$ cat config.mk
export PLATFORM = sky130hd
export DESIGN_NAME = data_scale_pipe_flat
export DESIGN_NICKNAME = d
export VERILOG_FILES = /design/src/rtl/gs_scale_pkg.sv /design/src/rtl/data_scale_pipe_if.sv /design/src/rtl/scale_mul_rnd.sv /design/src/rtl/data_scale_pipe.sv /design/src/flat_wrapper.sv
export SDC_FILE = /design/constraint.sdc
export NUM_CORES = 1
export LEC_CHECK = 0
export ABC_AREA = 1
export CORE_MARGIN = 3
export CORE_UTILIZATION = 55
export DETAILED_ROUTE_END_ITERATION = 10
export HOLD_SLACK_MARGIN = 0.08
export PLACE_DENSITY_LB_ADDON = 0.05
export SLEW_MARGIN = 0
export SYNTH_ARGS = -nofsm -noshare
export SYNTH_HDL_FRONTEND = slang
export SYNTH_SLANG_ARGS = --single-unit
$ cat constraint.sdc
create_clock -name clk -period 5.4 [get_ports clk]
set_input_delay 1.08 -clock clk [delete_from_list [all_inputs] [get_ports clk]]
set_output_delay 1.08 -clock clk [all_outputs]
set_load 0.1 [all_outputs]
$ cat src/rtl/gs_scale_pkg.sv
// Shared constants and helpers for the input scaler and the Goertzel datapath.
// Holds default widths, the reset coefficient (13/256 in Q8.24) and the
// round-then-saturate helper used by the stage-2 multiplier.
package gs_scale_pkg;

  localparam int unsigned DIN_W_DEF     = 8;
  localparam int unsigned COEF_W_DEF    = 32;
  localparam int unsigned COEF_FRAC_DEF = 24;
  localparam int unsigned OUT_W_DEF     = 32;
  localparam int unsigned OUT_FRAC_DEF  = 24;
  localparam logic [31:0] COEF_RST_DEF  = 32'h000D_0000;

  // Wide enough to hold any product this block family produces plus rounding headroom.
  localparam int unsigned WIDE_W = 128;

  typedef logic signed [WIDE_W-1:0] wide_t;

  typedef struct packed {
    logic  sat;
    wide_t val;
  } sat_res_t;

  // Round half up by sh bits (no rounding when sh == 0), then clip to signed out_w.
  function automatic sat_res_t sat_round(input wide_t product, input int unsigned sh,
                                         input int unsigned out_w);
    wide_t    rnd;
    wide_t    max_v;
    wide_t    min_v;
    sat_res_t res;
    rnd = product;
    if (sh > 0) begin
      rnd = (product + (wide_t'(1) <<< (sh - 1))) >>> sh;
    end
    max_v   = (wide_t'(1) <<< (out_w - 1)) - wide_t'(1);
    min_v   = -(wide_t'(1) <<< (out_w - 1));
    res.sat = 1'b0;
    res.val = rnd;
    if (rnd > max_v) begin
      res.val = max_v;
      res.sat = 1'b1;
    end else if (rnd < min_v) begin
      res.val = min_v;
      res.sat = 1'b1;
    end
    return res;
  endfunction

endpackage

$ cat src/rtl/data_scale_pipe_if.sv
// Stream and configuration bundle for data_scale_pipe.
// master: sample source / config writer / downstream sink (drives inputs).
// slave : the scaler (drives in_ready, out_valid, data_o, sat_o).
interface data_scale_pipe_if
  import gs_scale_pkg::*;
#(
  parameter int unsigned DIN_W  = DIN_W_DEF,
  parameter int unsigned COEF_W = COEF_W_DEF,
  parameter int unsigned OUT_W  = OUT_W_DEF
) ();

  logic                    mode_signed;
  logic [COEF_W-1:0]       coef_i;
  logic signed [DIN_W:0]   offset_i;
  logic                    cfg_load;
  logic                    in_valid;
  logic                    in_ready;
  logic [DIN_W-1:0]        data_i;
  logic                    out_valid;
  logic                    out_ready;
  logic signed [OUT_W-1:0] data_o;
  logic                    sat_o;
  logic                    sat_clr;

  modport master (
    output mode_signed, coef_i, offset_i, cfg_load, in_valid, data_i, out_ready, sat_clr,
    input  in_ready, out_valid, data_o, sat_o
  );

  modport slave (
    input  mode_signed, coef_i, offset_i, cfg_load, in_valid, data_i, out_ready, sat_clr,
    output in_ready, out_valid, data_o, sat_o
  );

endinterface

$ cat src/rtl/scale_mul_rnd.sv
// Stage 2: registered signed x unsigned multiply, round and saturate.
// Ports: clk, rstn (async active-low), en_i (pipeline advance), valid_i/x_i/coef_i
// (stage-1 payload), valid_o/data_o (registered result), sat_c (clip strobe,
// combinational, high when a clipped result is loaded on the coming edge).
module scale_mul_rnd
  import gs_scale_pkg::*;
#(
  parameter int unsigned X_W       = DIN_W_DEF + 2,
  parameter int unsigned COEF_W    = COEF_W_DEF,
  parameter int unsigned COEF_FRAC = COEF_FRAC_DEF,
  parameter int unsigned OUT_W     = OUT_W_DEF,
  parameter int unsigned OUT_FRAC  = OUT_FRAC_DEF
) (
  input  logic                    clk,
  input  logic                    rstn,
  input  logic                    en_i,
  input  logic                    valid_i,
  input  logic signed [X_W-1:0]   x_i,
  input  logic [COEF_W-1:0]       coef_i,
  output logic                    valid_o,
  output logic signed [OUT_W-1:0] data_o,
  output logic                    sat_c
);

  // Extra bit keeps the unsigned coefficient positive inside a signed product.
  localparam int unsigned PROD_W = X_W + COEF_W + 1;
  localparam int unsigned SH     = COEF_FRAC - OUT_FRAC;

  logic signed [PROD_W-1:0] x_ext;
  logic signed [PROD_W-1:0] coef_ext;
  logic signed [PROD_W-1:0] prod;
  sat_res_t                 res;

  logic                     valid_q, valid_d;
  logic signed [OUT_W-1:0]  data_q,  data_d;

  // Full-width product, then round/saturate.
  always_comb begin
    x_ext    = PROD_W'(x_i);
    coef_ext = $signed(PROD_W'(coef_i));
    prod     = x_ext * coef_ext;
    res      = sat_round(wide_t'(prod), SH, OUT_W);
  end

  // Advance only when enabled; data_o keeps its last value across bubbles.
  always_comb begin
    valid_d = valid_q;
    data_d  = data_q;
    sat_c   = 1'b0;
    if (en_i) begin
      valid_d = valid_i;
      if (valid_i) begin
        data_d = OUT_W'(res.val);
        sat_c  = res.sat;
      end
    end
  end

  always_ff @(posedge clk or negedge rstn) begin
    if (!rstn) begin
      valid_q <= 1'b0;
      data_q  <= '0;
    end else begin
      valid_q <= valid_d;
      data_q  <= data_d;
    end
  end

  assign valid_o = valid_q;
  assign data_o  = data_q;

endmodule

$ cat src/rtl/data_scale_pipe.sv
// Two-stage fixed-point input scaler feeding the Goertzel core.
// Stage 1 extends the raw sample and removes the DC offset; stage 2
// (scale_mul_rnd) multiplies by the coefficient, rounds and saturates.
// Ports: clk, rstn (async active-low), bus (data_scale_pipe_if.slave):
// sample stream in (in_valid/in_ready/data_i/mode_signed), result stream out
// (out_valid/out_ready/data_o), config load (cfg_load/coef_i/offset_i),
// sticky saturation flag (sat_o/sat_clr).
module data_scale_pipe
  import gs_scale_pkg::*;
#(
  parameter int unsigned       DIN_W     = DIN_W_DEF,
  parameter int unsigned       COEF_W    = COEF_W_DEF,
  parameter int unsigned       COEF_FRAC = COEF_FRAC_DEF,
  parameter int unsigned       OUT_W     = OUT_W_DEF,
  parameter int unsigned       OUT_FRAC  = OUT_FRAC_DEF,
  parameter logic [COEF_W-1:0] COEF_RST  = COEF_W'(COEF_RST_DEF)
) (
  input logic              clk,
  input logic              rstn,
  data_scale_pipe_if.slave bus
);

  // Offset-corrected sample range needs two bits beyond the raw width.
  localparam int unsigned X_W = DIN_W + 2;

  logic                    en_c;
  logic                    accept_c;
  logic                    upd_c;
  logic                    s2_valid;
  logic signed [OUT_W-1:0] s2_data;
  logic                    sat_set_c;

  logic [COEF_W-1:0]       coef_sh_q,  coef_sh_d;
  logic signed [DIN_W:0]   off_sh_q,   off_sh_d;
  logic [COEF_W-1:0]       coef_act_q, coef_act_d;
  logic signed [DIN_W:0]   off_act_q,  off_act_d;
  logic                    s1_valid_q, s1_valid_d;
  logic signed [X_W-1:0]   x_q,        x_d;
  logic [COEF_W-1:0]       coef_s1_q,  coef_s1_d;
  logic                    sat_q,      sat_d;
  logic signed [X_W-1:0]   din_ext;
  logic signed [X_W-1:0]   off_ext;

  // Handshake: advance whenever the output register is free or being drained.
  always_comb begin
    en_c     = !s2_valid || bus.out_ready;
    accept_c = bus.in_valid && en_c;
    upd_c    = accept_c || (!s1_valid_q && !s2_valid);
  end

  // Config shadow/active registers and stage 1.
  // The accepting sample sees the freshly promoted values; the coefficient
  // travels with the sample so a later promotion cannot affect it in stage 2.
  always_comb begin
    coef_sh_d  = coef_sh_q;
    off_sh_d   = off_sh_q;
    coef_act_d = coef_act_q;
    off_act_d  = off_act_q;
    s1_valid_d = s1_valid_q;
    x_d        = x_q;
    coef_s1_d  = coef_s1_q;
    din_ext    = bus.mode_signed ? X_W'($signed(bus.data_i)) : X_W'(bus.data_i);

    if (bus.cfg_load) begin
      coef_sh_d = bus.coef_i;
      off_sh_d  = bus.offset_i;
    end
    if (upd_c) begin
      coef_act_d = coef_sh_q;
      off_act_d  = off_sh_q;
    end

    off_ext = X_W'(off_act_d);
    if (en_c) begin
      s1_valid_d = accept_c;
      if (accept_c) begin
        x_d       = din_ext - off_ext;
        coef_s1_d = coef_act_d;
      end
    end
  end

  // Sticky saturation flag; a new clip beats a simultaneous clear.
  always_comb begin
    sat_d = sat_q;
    if (bus.sat_clr) sat_d = 1'b0;
    if (sat_set_c)   sat_d = 1'b1;
  end

  always_ff @(posedge clk or negedge rstn) begin
    if (!rstn) begin
      coef_sh_q  <= COEF_RST;
      off_sh_q   <= '0;
      coef_act_q <= COEF_RST;
      off_act_q  <= '0;
      s1_valid_q <= 1'b0;
      x_q        <= '0;
      coef_s1_q  <= COEF_RST;
      sat_q      <= 1'b0;
    end else begin
      coef_sh_q  <= coef_sh_d;
      off_sh_q   <= off_sh_d;
      coef_act_q <= coef_act_d;
      off_act_q  <= off_act_d;
      s1_valid_q <= s1_valid_d;
      x_q        <= x_d;
      coef_s1_q  <= coef_s1_d;
      sat_q      <= sat_d;
    end
  end

  scale_mul_rnd #(
    .X_W      (X_W),
    .COEF_W   (COEF_W),
    .COEF_FRAC(COEF_FRAC),
    .OUT_W    (OUT_W),
    .OUT_FRAC (OUT_FRAC)
  ) u_stage2 (
    .clk    (clk),
    .rstn   (rstn),
    .en_i   (en_c),
    .valid_i(s1_valid_q),
    .x_i    (x_q),
    .coef_i (coef_s1_q),
    .valid_o(s2_valid),
    .data_o (s2_data),
    .sat_c  (sat_set_c)
  );

  assign bus.in_ready  = en_c;
  assign bus.out_valid = s2_valid;
  assign bus.data_o    = s2_data;
  assign bus.sat_o     = sat_q;

endmodule

$ cat src/flat_wrapper.sv
// flat-port wrapper written by rule: the top's interface ports become plain ports
module data_scale_pipe_flat import gs_scale_pkg::*;
#(
  parameter int unsigned       DIN_W     = DIN_W_DEF,
  parameter int unsigned       COEF_W    = COEF_W_DEF,
  parameter int unsigned       COEF_FRAC = COEF_FRAC_DEF,
  parameter int unsigned       OUT_W     = OUT_W_DEF,
  parameter int unsigned       OUT_FRAC  = OUT_FRAC_DEF,
  parameter logic [COEF_W-1:0] COEF_RST  = COEF_W'(COEF_RST_DEF)
)
  (clk, rstn, bus_mode_signed, bus_coef_i, bus_offset_i, bus_cfg_load, bus_in_valid, bus_data_i, bus_out_ready, bus_sat_clr, bus_in_ready, bus_out_valid, bus_data_o, bus_sat_o);
  data_scale_pipe_if #(.DIN_W(DIN_W), .COEF_W(COEF_W), .OUT_W(OUT_W)) bus_i ();
  input logic clk;
  input logic rstn;
  input wire logic [$bits(bus_i.mode_signed)-1:0] bus_mode_signed;
  input wire logic [$bits(bus_i.coef_i)-1:0] bus_coef_i;
  input wire logic [$bits(bus_i.offset_i)-1:0] bus_offset_i;
  input wire logic [$bits(bus_i.cfg_load)-1:0] bus_cfg_load;
  input wire logic [$bits(bus_i.in_valid)-1:0] bus_in_valid;
  input wire logic [$bits(bus_i.data_i)-1:0] bus_data_i;
  input wire logic [$bits(bus_i.out_ready)-1:0] bus_out_ready;
  input wire logic [$bits(bus_i.sat_clr)-1:0] bus_sat_clr;
  output wire logic [$bits(bus_i.in_ready)-1:0] bus_in_ready;
  output wire logic [$bits(bus_i.out_valid)-1:0] bus_out_valid;
  output wire logic [$bits(bus_i.data_o)-1:0] bus_data_o;
  output wire logic [$bits(bus_i.sat_o)-1:0] bus_sat_o;
  assign bus_i.mode_signed = bus_mode_signed;
  assign bus_i.coef_i = bus_coef_i;
  assign bus_i.offset_i = bus_offset_i;
  assign bus_i.cfg_load = bus_cfg_load;
  assign bus_i.in_valid = bus_in_valid;
  assign bus_i.data_i = bus_data_i;
  assign bus_i.out_ready = bus_out_ready;
  assign bus_i.sat_clr = bus_sat_clr;
  assign bus_in_ready = bus_i.in_ready;
  assign bus_out_valid = bus_i.out_valid;
  assign bus_data_o = bus_i.data_o;
  assign bus_sat_o = bus_i.sat_o;
  data_scale_pipe #(.DIN_W(DIN_W), .COEF_W(COEF_W), .COEF_FRAC(COEF_FRAC), .OUT_W(OUT_W), .OUT_FRAC(OUT_FRAC), .COEF_RST(COEF_RST)) u_core (.clk(clk), .rstn(rstn), .bus(bus_i));
endmodule
Yosys cells after proc, flatten, opt, wreduce, memory -nomap -nowiden
Cells that the tools add are included.
Widths: inputs -> output; s select.
{"block": "op_classes", "addsub": 1, "multipliers": 1, "order_cmp": 2, "muxes": 9, "reduce_logical": 9}
{"cell": "$mux 129", "count": 2}
{"cell": "$gt 43x32->1 const B", "count": 1}
{"cell": "$lt 43x32->1 const B", "count": 1}
{"cell": "$mul 10x33->43", "count": 1}
{"cell": "$mux 32", "count": 1}
{"cell": "$mux 10", "count": 1}
{"cell": "$sub 10x9->10", "count": 1}
{"cell": "$mux 9", "count": 1}
{"cell": "$mux 1", "count": 4}
{"cell": "$reduce_and 2->1", "count": 2}
{"cell": "$logic_and 1x1->1", "count": 2}
{"cell": "$logic_not 1->1", "count": 2}
{"cell": "$logic_or 1x1->1", "count": 2}
{"cell": "$reduce_bool 2->1", "count": 1}
{"block": "totals", "register_bits": 159, "in_bits": 56, "output_inout_bits": 35, "elab_cells": 32}

Depth between registers and ports, before layout
{"block": "logic_depth", "word_depth": 7, "ltp_mapped": 34, "ltp_nobuf": 32}

Cells and area by module
A second synthesis with hierarchy kept.
{"block": "hier_totals", "cells_unflattened": 2322, "area_unflattened_um2": 17430.5}
{"mod": "scale_mul_rnd", "n_inst": 1, "cells_each": 1881, "area_per_inst_um2": 13414.1, "seq_area_each_um2": 825.8}
{"mod": "data_scale_pipe", "n_inst": 1, "cells_each": 441, "area_per_inst_um2": 4016.4, "seq_area_each_um2": 2359.8}

Worst setup path before layout
No wires, ideal clock.
{"block": "synth_path", "kind": "reg-to-reg", "from": "reg u_core.x_q[3]", "to": "reg u_core.u_stage2.data_q[10] (netlist: u_core.u_stage2.data_o[10])", "setup_ps": 123, "arrival_ps": 5409, "t_required_ps": 5277, "setup_slack_ps": -132, "stages_incl_launch_ff": 30, "n_path_buf": 3, "period_less_slack_ps": 5532, "path_cell_list": "dfrtp_1 > clkbuf_1 > clkbuf_1 > nand2_1 > fa_1 > inv_1 > fa_1 > inv_1 > fa_1 > inv_1 > fa_1 > inv_1 > fa_1 > inv_1 > ha_1 > nand2_1 > inv_1 > a21oi_1 > inv_1 > nand2_1 > nand2_1 > nor2_1 > nand4_1 > nand2_1 > nand2_1 > nor2_1 > nand3_2 > a21oi_4 > buf_6 > a21oi_2"}
{"block": "synth_between", "elab_chain_cells": 4, "elab_cells_between_ends": 5, "classes_between": "1 x mul; 2 x order compare; 2 x mux"}
{"item": "start, declared", "line_no": "data_scale_pipe.sv:38", "source": "logic signed [X_W-1:0] x_q, x_d;"}
{"item": "start signal, assigned", "line_no": "data_scale_pipe.sv:97", "source": "x_q <= '0;"}
{"item": "start signal, assigned", "line_no": "data_scale_pipe.sv:106", "source": "x_q <= x_d;"}
{"item": "$mul 10x33->43 (*)", "line_no": "scale_mul_rnd.sv:41", "source": "prod = x_ext * coef_ext;"}
{"item": "$lt 43x32->1", "line_no": "gs_scale_pkg.sv:41", "source": "end else if (rnd < min_v) begin"}
{"item": "$mux 129", "line_no": "gs_scale_pkg.sv:41"}
{"item": "$mux 129 (*)", "line_no": "gs_scale_pkg.sv:38", "source": "if (rnd > max_v) begin"}
{"item": "end signal, assigned", "line_no": "scale_mul_rnd.sv:65", "source": "data_q <= data_d;"}
{"item": "end, declared", "line_no": "scale_mul_rnd.sv:35", "source": "logic signed [OUT_W-1:0] data_q, data_d;"}
Mark *: on every way between the ends. The rest lies on a longest branch, timed or not.
A chain may end at the register's enable or synchronous reset.

Final worst setup path
{"block": "layout_path", "from": "reg u_core.x_q[8]", "to": "reg u_core.u_stage2.data_q[17] (netlist: u_core.u_stage2.data_o[17])"}
Same word-level chain as after synthesis.

==> summary.txt <==
Routing
  • Remaining DRCs: 0
  • Via/cell ratio: 4.97
  • DR vias: 14700
  • Drt pass-1 iters: 5
  • Drt initial violations: 899
  • Total wire length: 46800 um
  • Antenna-violating nets left: 0
  • Routed len/inst: 15.8 um

Run
  • Max Cap Viol: 0

Logic synthesis
  • Syn. warnings: 0
  • Mapped Area: 17100 um2
  • Main combinational cell family by area after synthesis: adder cells
  • Mean Syn Cell Area: 7.45 um2
  • Synth Register Bits: 127
  • Register area share after synthesis: 0.186
  • Synth Area in Compound Gates: 0.0615
  • Synth Area in XOR/XNOR: 0.0169
  • Post-synthesis mux area share: 0
  • Syn_nets: 2710
  • Adder-cell share of the synthesized area: 0.368
  • Post-Synth Simple-Gate Area: 0.215
  • Cells after Synth: 2295
  • Cell variety after synth: 39

Worst hold path
  • WHS Path Cells: 2
  • Hold Path Sink: u_core.coef_sh_q[19]
  • Worst hold path type: reg2reg
  • Worst hold path startpoint: u_core.coef_sh_q[19]

Critical path
  • Worst Path Arrival: 6.12 ns
  • Reg2reg path depth: 27
  • Slowest CP cell: fa_1
  • Startpoint type of the worst setup path: flip-flop
  • Worst Setup Path Type: reg2reg
  • RR Endpoint: u_core.u_stage2.data_o[17]
  • Critical path capture point type: flip-flop
  • Slowest cell delay on critical path: 0.56 ns
  • Worst Path Required: 5.72 ns
  • FF-to-FF setup slack: -0.40 ns
  • Reg2reg start: u_core.x_q[8]
  • Worst-path fanout max: 8

Die
  • DIE WIDTH: 182 um
  • Die area: 33200 um2
  • Starting Density: 0.568
  • I/O pin total: 91
  • Die H: 182 um
  • CORE AREA: 30100 um2
  • Row cnt: 63

STA
  • Final setup fails: 32
  • Hold_ws: 0.480 ns
  • Final worst path period need: 5.80 ns
  • Fmax: 0.172 GHz
  • Final hold vios: 0
  • Slew Limit Fails: 0
  • Unrepaired setup endpoints after global routing: yes
  • Tcrit/Tclk final: 1.07
  • Setup slack after layout: -0.398 ns
  • Slew of the pin with the lowest slew margin: 1.15 ns
  • Max_slew headroom: 0.230
  • Post-Route Skew: 0.0159 ns

Global routing
  • Grt met1 use: 0.397
  • Overflow after GRT: 0
  • Vias in the first global route: 14900
  • Global routing's busiest layer: met2
  • Largest net degree at the start of global routing: 91
  • Tot GR Track Use: 0.282
  • Initial antenna violation count: 1
  • Met3 Use GR: 0.0365
  • Met2 usage: 0.461
  • Global-route wire length before repair: 74900 um

Clocking
  • CTS clock-pin slew for the worst setup and hold paths: 0.06 ns
  • Clk buf depth: 2
  • CTS Buf Count: 17
  • Latest clock arrival within the worst-skew pair: 0.45 ns
  • Hold Buf Count CTS: 0
  • # clock sinks: 127
  • CTS tree: yes
  • H-tree levels: 4
  • Clock Tree Root: clkbuf_16

Placed design
  • Dpl hpwl: 34800 um
  • I/O Buffers: 90
  • Placer's final routability congestion estimate: 0.962

Finish
  • Reg area: 3200 um2
  • Final #Nets: 2970
  • Multi-input combinational cell area: 12100 um2
  • N_diodes: 0
  • # fillers: 2402
  • Layout cells sized above 1: 0.213
  • P&R area growth vs syn: 27.7%

Run status
  • Failing checks: negative setup slack
  • Status: finished, violations left
-- stage by stage --
step | worst slack, ns | instance area [um2] | cells | util | setup TNS [ns]
global placement | -0.649 | 19700 | 2866 | 0.653 | -19.94
detailed placement | -0.673 | 19700 | 2866 | 0.653 | -20.68
global route | -0.574 | 21800 | 2958 | 0.726 | -17.75
CTS | -0.383 | 20900 | 2922 | 0.695 | -11.17
floorplan | 0.00490 | 17200 | 2295 | - | 0
finish | -0.398 | 21800 | 2958 | 0.726 | -11.97
-- worst max-delay path by stage --
stage / start / end / slack [ns] / depth (start not counted)
finish: u_core.x_q[8] / u_core.u_stage2.data_o[17] / -0.40 / 27
detailed placement: u_core.x_q[4] / u_core.u_stage2.data_o[0] / -0.67 / 27
global route: u_core.x_q[3] / u_core.u_stage2.data_o[17] / -0.57 / 28
floorplan: u_core.x_q[4] / u_core.u_stage2.data_o[10] / 0.005 / 32
global placement: u_core.coef_s1_q[29] / u_core.u_stage2.data_o[0] / -0.65 / 24
CTS: u_core.x_q[4] / u_core.u_stage2.data_o[0] / -0.38 / 30
-- final cells by class --
class                   instances  share of cell area
repair buffers                343               0.151
well taps                     390              0.0223
clock inverters                11             0.00590
clock buffers                  21              0.0220
multi-input cells            1485               0.553
flip-flops and latches        127               0.147
inverters                     581              0.0999
-- routing by layer --
metal | part of all wire | vias up
li1 | - | 7140
met3 | 0.062 | 82
met2 | 0.47 | 490
met4 | 0.032 | 0
met1 | 0.44 | 6998
met5 | 0 | -
-- placed cells by master (no fill, tap or decap), types with 38 or more instances in the layout --
| master | instances |
|---|---|
| nand2_2 | 61 |
| dfrtp_1 | 106 |
| nor2_1 | 94 |
| ha_1 | 89 |
| fa_1 | 227 |
| nand2_1 | 646 |
| a21oi_2 | 38 |
| clkdlybuf4s50_1 | 88 |
| inv_1 | 555 |
| o21ai_0 | 101 |
| buf_4 | 208 |
-- registers in the layout (all words and copies together), names as in the netlist --
register and count:
u_core.u_stage2.data_o 32, u_core.coef_sh_q 32, u_core.coef_s1_q 32, u_core.off_sh_q 9, u_core.s1_valid_q 1, u_core.x_q 10, u_core.bus.sat_o 1, u_core.off_act_q 9
u_core.u_stage2.valid_o 1
-- Yosys cell counts (all sizes together) --
library cell,count,area share
nand3,32,0.011
fa,240,0.28
o21a,1,0.00044
clkinv,1,0.00022
a21oi,69,0.027
nor2,128,0.030
nor3,6,0.0020
nand3b,6,0.0026
nor4,1,0.00037
dfstp,6,0.0092
buf,7,0.0045
inv,580,0.13
nand2,718,0.16
or2,11,0.0040
a31oi,3,0.0011
a211oi,1,0.00044
a21boi,1,0.00044
o21bai,2,0.00088
nand4,6,0.0022
ha,119,0.087
o22ai,1,0.00037
xnor2,8,0.0041
o21ai,104,0.030
dfrtp,121,0.18
and2,3,0.0011
clkbuf,95,0.021
xor2,25,0.013
-- critical path: cells and delay by family, from the launching register on --
kind / cells / cell delay, ns
compound gates: 2 / 0.24
flops: 1 / 0.49
simple gates: 11 / 1.21
fa+ha+maj: 6 / 2.83
buf+inv: 8 / 0.89
-- timing repair --
| action | 4_1_cts | 5_1_grt |
|---|---|---|
| endpoints found under the setup margin | 32 | 33 |
| pin swaps | 7 | 93 |
| buffers inserted | 20 | 28 |
| resized for setup | 73 | 143 |
| gates cloned | 5 | 10 |
-- cell families (layout without fill, tap and decap cells) --
group                    Yosys count  after routing
XOR/XNOR                          33             33
AND/OR/NAND/NOR                  911            911
AO/OA/AOI/OAI                    182            182
flip-flops                       127            127
buffers and inverters            683            956
adder cells (fa/ha/maj)          359            359
Power is left out: the tool's default activity adds up to more than one toggle a clock period on the data nets, which glitch-free logic cannot reach.
